--- config.mk ---
export PLATFORM = sky130hd
export DESIGN_NAME = clk_div_sched_flat
export DESIGN_NICKNAME = d
export VERILOG_FILES = /design/src/rtl/clk_div_sched_if.sv /design/src/rtl/clk_div_sched.sv /design/src/flat_wrapper.sv
export SDC_FILE = /design/constraint.sdc
export NUM_CORES = 1
export LEC_CHECK = 0
export ABC_AREA = 1
export CAP_MARGIN = 5
export CORE_ASPECT_RATIO = 0.75
export CORE_MARGIN = 3
export CORE_UTILIZATION = 51
export CTS_CLUSTER_DIAMETER = 40
export DETAILED_ROUTE_END_ITERATION = 10
export PLACE_DENSITY = 0.75
export SLEW_MARGIN = 20
export SYNTH_ARGS = -nofsm -noshare
export SYNTH_HDL_FRONTEND = slang
export SYNTH_SLANG_ARGS = --single-unit
--- constraint.sdc ---
create_clock -name clk -period 2.6 [get_ports clk]
set_input_delay 0.52 -clock clk [delete_from_list [all_inputs] [get_ports clk]]
set_output_delay 0.52 -clock clk [all_outputs]
set_load 0.05 [all_outputs]
--- src/rtl/clk_div_sched_if.sv ---
// Config/run-control bundle between the register block and the divider scheduler.
// No latency of its own: it only groups the wires.
// The cfg_valid/cfg_ready pair carries backpressure; en is a plain level.
// Optional cfg_err exists only when CLK_DIV_SCHED_ERR_EN is defined.
interface clk_div_sched_if #(
    parameter int CNT_W = 8
);
    logic             en;
    logic             cfg_valid;
    logic [CNT_W-1:0] cfg_div;
    logic             cfg_ready;
    logic             clk_out;
    logic             tick;
    logic             busy;
`ifdef CLK_DIV_SCHED_ERR_EN
    logic             cfg_err;

    modport master (output en, cfg_valid, cfg_div,
                    input  cfg_ready, clk_out, tick, busy, cfg_err);
    modport slave  (input  en, cfg_valid, cfg_div,
                    output cfg_ready, clk_out, tick, busy, cfg_err);
`else
    modport master (output en, cfg_valid, cfg_div,
                    input  cfg_ready, clk_out, tick, busy);
    modport slave  (input  en, cfg_valid, cfg_div,
                    output cfg_ready, clk_out, tick, busy);
`endif
endinterface

--- src/rtl/clk_div_sched.sv ---
// Programmable integer clock-divider scheduler: start/stop and ratio changes land on period boundaries.
// Outputs registered; they reflect the state/count reached on the same edge (1-cycle from inputs).
// One pending ratio slot; cfg_ready drops while it is full, so the config side stalls.
// Optional feature macro: CLK_DIV_SCHED_ERR_EN (sticky cfg_err on ratios below 2).
module clk_div_sched #(
    parameter int CNT_W   = 8,
    parameter int DEF_DIV = 4
) (
    input logic            clk,
    input logic            rst,
    clk_div_sched_if.slave bus
);

    typedef enum logic [1:0] {IDLE, RUN, STOP} state_t;

    localparam logic [CNT_W-1:0] MIN_DIV = CNT_W'(2);
    localparam logic [CNT_W-1:0] RST_DIV = CNT_W'(DEF_DIV);

    state_t           state, state_n;
    logic [CNT_W-1:0] cnt, cnt_n;
    logic [CNT_W-1:0] div_cur, div_n;
    logic [CNT_W-1:0] pend_div;
    logic             pend_vld, pend_vld_n;
    logic             clk_out_r, tick_r, cfg_ready_r, busy_r;
    logic             acc, cfg_low, at_end;
    logic [CNT_W-1:0] cfg_clamped;

    assign acc         = bus.cfg_valid & ~pend_vld;
    assign cfg_low     = bus.cfg_div < MIN_DIV;
    assign cfg_clamped = cfg_low ? MIN_DIV : bus.cfg_div;
    assign at_end      = (cnt == div_cur - 1'b1);

    // Next state/count/ratio; the pending ratio is taken in IDLE or on a period boundary.
    always_comb begin
        state_n    = state;
        cnt_n      = cnt;
        div_n      = div_cur;
        pend_vld_n = pend_vld;
        case (state)
            IDLE: begin
                cnt_n = '0;
                if (pend_vld) begin
                    div_n      = pend_div;
                    pend_vld_n = 1'b0;
                end
                if (bus.en) begin
                    state_n = RUN;
                end
            end
            RUN, STOP: begin
                if (at_end) begin
                    cnt_n = '0;
                    if (pend_vld) begin
                        div_n      = pend_div;
                        pend_vld_n = 1'b0;
                    end
                end else begin
                    cnt_n = cnt + 1'b1;
                end
                // A run request always wins. Without it, a period that is just
                // finishing ends the run here, so STOP never opens a fresh period.
                if (bus.en) begin
                    state_n = RUN;
                end else if (at_end) begin
                    state_n = IDLE;
                end else begin
                    state_n = STOP;
                end
            end
            default: begin
                state_n = IDLE;
                cnt_n   = '0;
            end
        endcase
        // Acceptance only happens with the slot empty, so it never races the apply.
        if (acc) begin
            pend_vld_n = 1'b1;
        end
    end

    // State, pending slot and registered outputs all derived from the next-state values.
    always_ff @(posedge clk or negedge rst) begin
        if (!rst) begin
            state       <= IDLE;
            cnt         <= '0;
            div_cur     <= RST_DIV;
            pend_div    <= RST_DIV;
            pend_vld    <= 1'b0;
            clk_out_r   <= 1'b0;
            tick_r      <= 1'b0;
            cfg_ready_r <= 1'b1;
            busy_r      <= 1'b0;
        end else begin
            state    <= state_n;
            cnt      <= cnt_n;
            div_cur  <= div_n;
            pend_vld <= pend_vld_n;
            if (acc) begin
                pend_div <= cfg_clamped;
            end
            clk_out_r   <= (state_n != IDLE) && (cnt_n < (div_n >> 1));
            tick_r      <= (state_n == RUN) && (cnt_n == '0);
            cfg_ready_r <= ~pend_vld_n;
            busy_r      <= (state_n != IDLE);
        end
    end

    assign bus.clk_out   = clk_out_r;
    assign bus.tick      = tick_r;
    assign bus.cfg_ready = cfg_ready_r;
    assign bus.busy      = busy_r;

`ifdef CLK_DIV_SCHED_ERR_EN
    logic cfg_err_r;

    // Sticky flag for a sub-2 ratio request; only reset clears it.
    always_ff @(posedge clk or negedge rst) begin
        if (!rst) begin
            cfg_err_r <= 1'b0;
        end else if (acc && cfg_low) begin
            cfg_err_r <= 1'b1;
        end
    end

    assign bus.cfg_err = cfg_err_r;
`endif

endmodule

--- src/flat_wrapper.sv ---
// flat-port wrapper written by rule: the top's interface ports become plain ports
module clk_div_sched_flat 
#(
    parameter int CNT_W   = 8,
    parameter int DEF_DIV = 4
)
  (clk, rst, bus_en, bus_cfg_valid, bus_cfg_div, bus_cfg_ready, bus_clk_out, bus_tick, bus_busy);
  clk_div_sched_if #(.CNT_W(CNT_W)) bus_i ();
  input logic clk;
  input logic rst;
  input wire logic [$bits(bus_i.en)-1:0] bus_en;
  input wire logic [$bits(bus_i.cfg_valid)-1:0] bus_cfg_valid;
  input wire logic [$bits(bus_i.cfg_div)-1:0] bus_cfg_div;
  output wire logic [$bits(bus_i.cfg_ready)-1:0] bus_cfg_ready;
  output wire logic [$bits(bus_i.clk_out)-1:0] bus_clk_out;
  output wire logic [$bits(bus_i.tick)-1:0] bus_tick;
  output wire logic [$bits(bus_i.busy)-1:0] bus_busy;
  assign bus_i.en = bus_en;
  assign bus_i.cfg_valid = bus_cfg_valid;
  assign bus_i.cfg_div = bus_cfg_div;
  assign bus_cfg_ready = bus_i.cfg_ready;
  assign bus_clk_out = bus_i.clk_out;
  assign bus_tick = bus_i.tick;
  assign bus_busy = bus_i.busy;
  clk_div_sched #(.CNT_W(CNT_W), .DEF_DIV(DEF_DIV)) u_core (.clk(clk), .rst(rst), .bus(bus_i));
endmodule
==> results.tsv <==
stage	metric	value	unit
timing	slew_headroom	66.6	%
synth	yosys.area.top_type	dfrtp_1	
job	cap_violations	0	
timing	fin_crit_sh	98.7	%
placement	post-place-ws	-120	ps
synth	ys_ff_latch	31	
floorplanning	row_count	18	
global_routing	grt_use_total	21.4	%
placement	port_buffers	15	
global_routing	grt_pass1_vias	1564	
synth	syn_area_per_cell	7.57	sq um
clock_network	path_clk_slew	70	ps
drt	wl	4270	um
drt	wl_per_cell	13.4	um
floorplanning	die_area	4370	sq um
floorplanning	floorplan.initialDensity	54.4	%
critical_path	crit_arrival	2790	ps
drt	vias	1643	
finish	final_cell_count_no_fill	318	
clock_network	h-tree-depth	2	
placement	gp_congestion	0.880	
timing	fin_skew	8.89	ps
clock_network	cts.sinks	31	
critical_path	worstPathMaxFanout	5	
floorplanning	core	3380	sq um
timing	clock.fmax	390	MHz
synth	syn_area	1840	sq um
clock_network	root_buffer	clkbuf_8	
clock_network	cts_tree	done	
drt	drtIter0Drc	125	
drt	drc	0	
finish	area_delta_synth_final	27.3	%
timing	worst_pin_slew	499	ps
critical_path	crit_type	register to register	
timing	slew_viol_final	0	
floorplanning	pin_count	16	
clock_network	cts_hold_buf	0	
placement	dp_hpwl	3050	um
global_routing	globalRouteOverflowTotal	0	
placement	post_dp_cell_area	2100	sq um
clock_network	cts_buffers	5	
global_routing	antenna_found_initial	0	
synth	yosysWarnings	0	
power	leakage	1.18	nW
floorplanning	die_h	58.0	um
synth	synth_nets	265	
min_path	hp-class	register to register	
timing	setup_ws	33.6	ps
global_routing	grt_start_max_net_pins	32	
finish	stdcell_area	2340	sq um
timing	final-hold-violation-count	0	
finish	nets	299	
synth	synth_cell_types	31	
drt	antenna_left	0	
global_routing	grt_pass1_wl	6960	um
synth	synth_top_area_share	38.1	%
drt	viasPerCell	5.17	
critical_path	required	2820	ps
power	cellPowerDensity	1360	nW/um^2
critical_path	endpoint_kind	register	
synth	ys_top_cells_by_area	dfrtp_1 38%, nand2_1 15%, inv_1 8.4%	
placement	dp.cells	306	
synth	syn_inst	243	
finish	diodes	0	
clock_network	cts_buffer_depth	2	
clock_network	clk_latency	290	ps
timing	setup_violations	0	
timing	fin_tns_setup	0	ps
power	max-vdd-ir-drop	0.929	mV
timing	rsz0062_at_grt	true	
finish	drive_gt1_share	21.2	%
floorplanning	fp.dieW	75.3	um
run_status	outcome	finished, final reports clean	
timing	period_minus_slack	2570	ps
critical_path	start_kind	register	
synth	yosysSeqAreaShare	42.4	%
drt	firstDrtPassIters	4	
finish	final_util	69.3	%
==> per-layer routing <==
layer / routed length, um / global-route usage [%] / vias to the layer above / share of wire, %
met5: 0 / 0 / - / 0
met4: 69 / 7.48 / 0 / 1.6
met3: 155 / 4.68 / 8 / 3.6
met2: 1930 / 30.9 / 29 / 45
met1: 2120 / 31.5 / 769 / 50
li1: - / - / 837 / -
==> metrics by stage <==
stage	power, mW	hold slack [ps]
2_1_floorplan	1.98	224
3_3_place_gp	2.42	458
3_5_place_dp	2.44	461
4_1_cts	2.90	478
5_1_grt	3.48	497
6_report	3.19	477
==> worst max-delay path, stage by stage, from the launching register on <==
cell and delay (ps):
dfrtp_1 390, inv_2 90, ha_4 200, or2_2 290, nand3_2 70, nor2_1 40
nand3_1 70, nor2_1 50, nand2_2 110, nand2_4 90, clkinv_4 70, o21ai_0 90
a21oi_1 240, ha_1 280, nand2_1 60, inv_1 40, and3_2 210, a21oi_2 120
==> worst paths after layout <==
| kind | startpoint | to | slack [ps] | cells past startpoint |
|---|---|---|---|---|
| worst max-delay path | u_core.div_cur[0]$_DFFE_PN0P_ | u_core.bus.clk_out$_DFF_PN0_ | 30 | 17 |
| max in group asynchronous | rst | u_core.bus.cfg_ready$_DFF_PN1_ | 1650 | 2 |
| worst min register to register | u_core.pend_div[5]$_DFFE_PN0P_ | u_core.pend_div[5]$_DFFE_PN0P_ | 480 | 2 |
| worst max register to register | u_core.div_cur[0]$_DFFE_PN0P_ | u_core.bus.clk_out$_DFF_PN0_ | 30 | 17 |
| worst min-delay path | u_core.pend_div[5]$_DFFE_PN0P_ | u_core.pend_div[5]$_DFFE_PN0P_ | 480 | 2 |
| min in group asynchronous | rst | u_core.pend_div[7]$_DFFE_PN0P_ | 620 | 2 |
==> final cells by class <==
| type | count | area (sq um) |
|---|---|---|
| Inverter | 43 | 169 |
| Sequential cell | 31 | 779 |
| Multi-Input combinational cell | 168 | 1010 |
| Clock buffer | 7 | 76.3 |
| Timing Repair Buffer | 28 | 248 |
| Tap cell | 40 | 50.0 |
| Clock inverter | 1 | 5.00 |
| Fill cell | 275 | 1040 |
==> sequential cells by signal, indices dropped and copies added (netlist names) <==
register,cells
u_core.bus.busy,1
u_core.bus.cfg_ready,1
u_core.bus.clk_out,1
u_core.bus.tick,1
u_core.cnt,8
u_core.div_cur,8
u_core.pend_div,8
u_core.pend_vld,1
u_core.state,2
==> logic make-up after synthesis <==
group	count (synthesis)	synth area share [%]
flip-flops	31	42.4
adder cells (fa/ha/maj)	10	6.80
AND/OR/NAND/NOR	122	29.4
XOR/XNOR	6	2.86
buffers and inverters	44	9.12
AO/OA/AOI/OAI	30	9.46
==> power breakdown <==
group	internal, mW	switching (mW)	total, mW
Combinational	0.800	1.21	2.01
Sequential	0.681	0.131	0.812
Clock	0.188	0.182	0.369
Total	1.67	1.52	3.19
==> what timing repair did <==
item | 4_1_cts | 5_1_grt
endpoints found under the setup margin | 1 | 1
pin swaps | 1 | 6
gates resized for setup | 8 | 23
buffers inserted | 0 | 4
==> synth_stat cells, drive strengths merged <==
master,instances
a211o,1
a21oi,10
and3,1
clkbuf,1
clkinv,1
dfrtp,28
dfstp,3
ha,10
inv,42
nand2,77
nand3,17
nand3b,1
nand4,1
nor2,20
nor3,2
nor4,2
o21ai,12
o22ai,6
o32ai,1
or2,1
xnor2,3
xor2,3
==> layout by cell type, fill, tap and decap left out, types with 3 or more instances in the layout <==
cell type,instances
a21oi_1,7
a21oi_2,3
buf_4,13
clkbuf_8,5
clkdlybuf4s50_1,15
dfrtp_1,28
dfstp_2,3
ha_1,8
inv_1,37
inv_2,3
nand2_1,69
nand2_2,4
nand2_4,4
nand3_1,15
nor2_1,12
nor2_2,7
o21ai_0,11
o22ai_4,3
xnor2_1,3
xor2_1,3
Power figures use the tool's default switching activity.
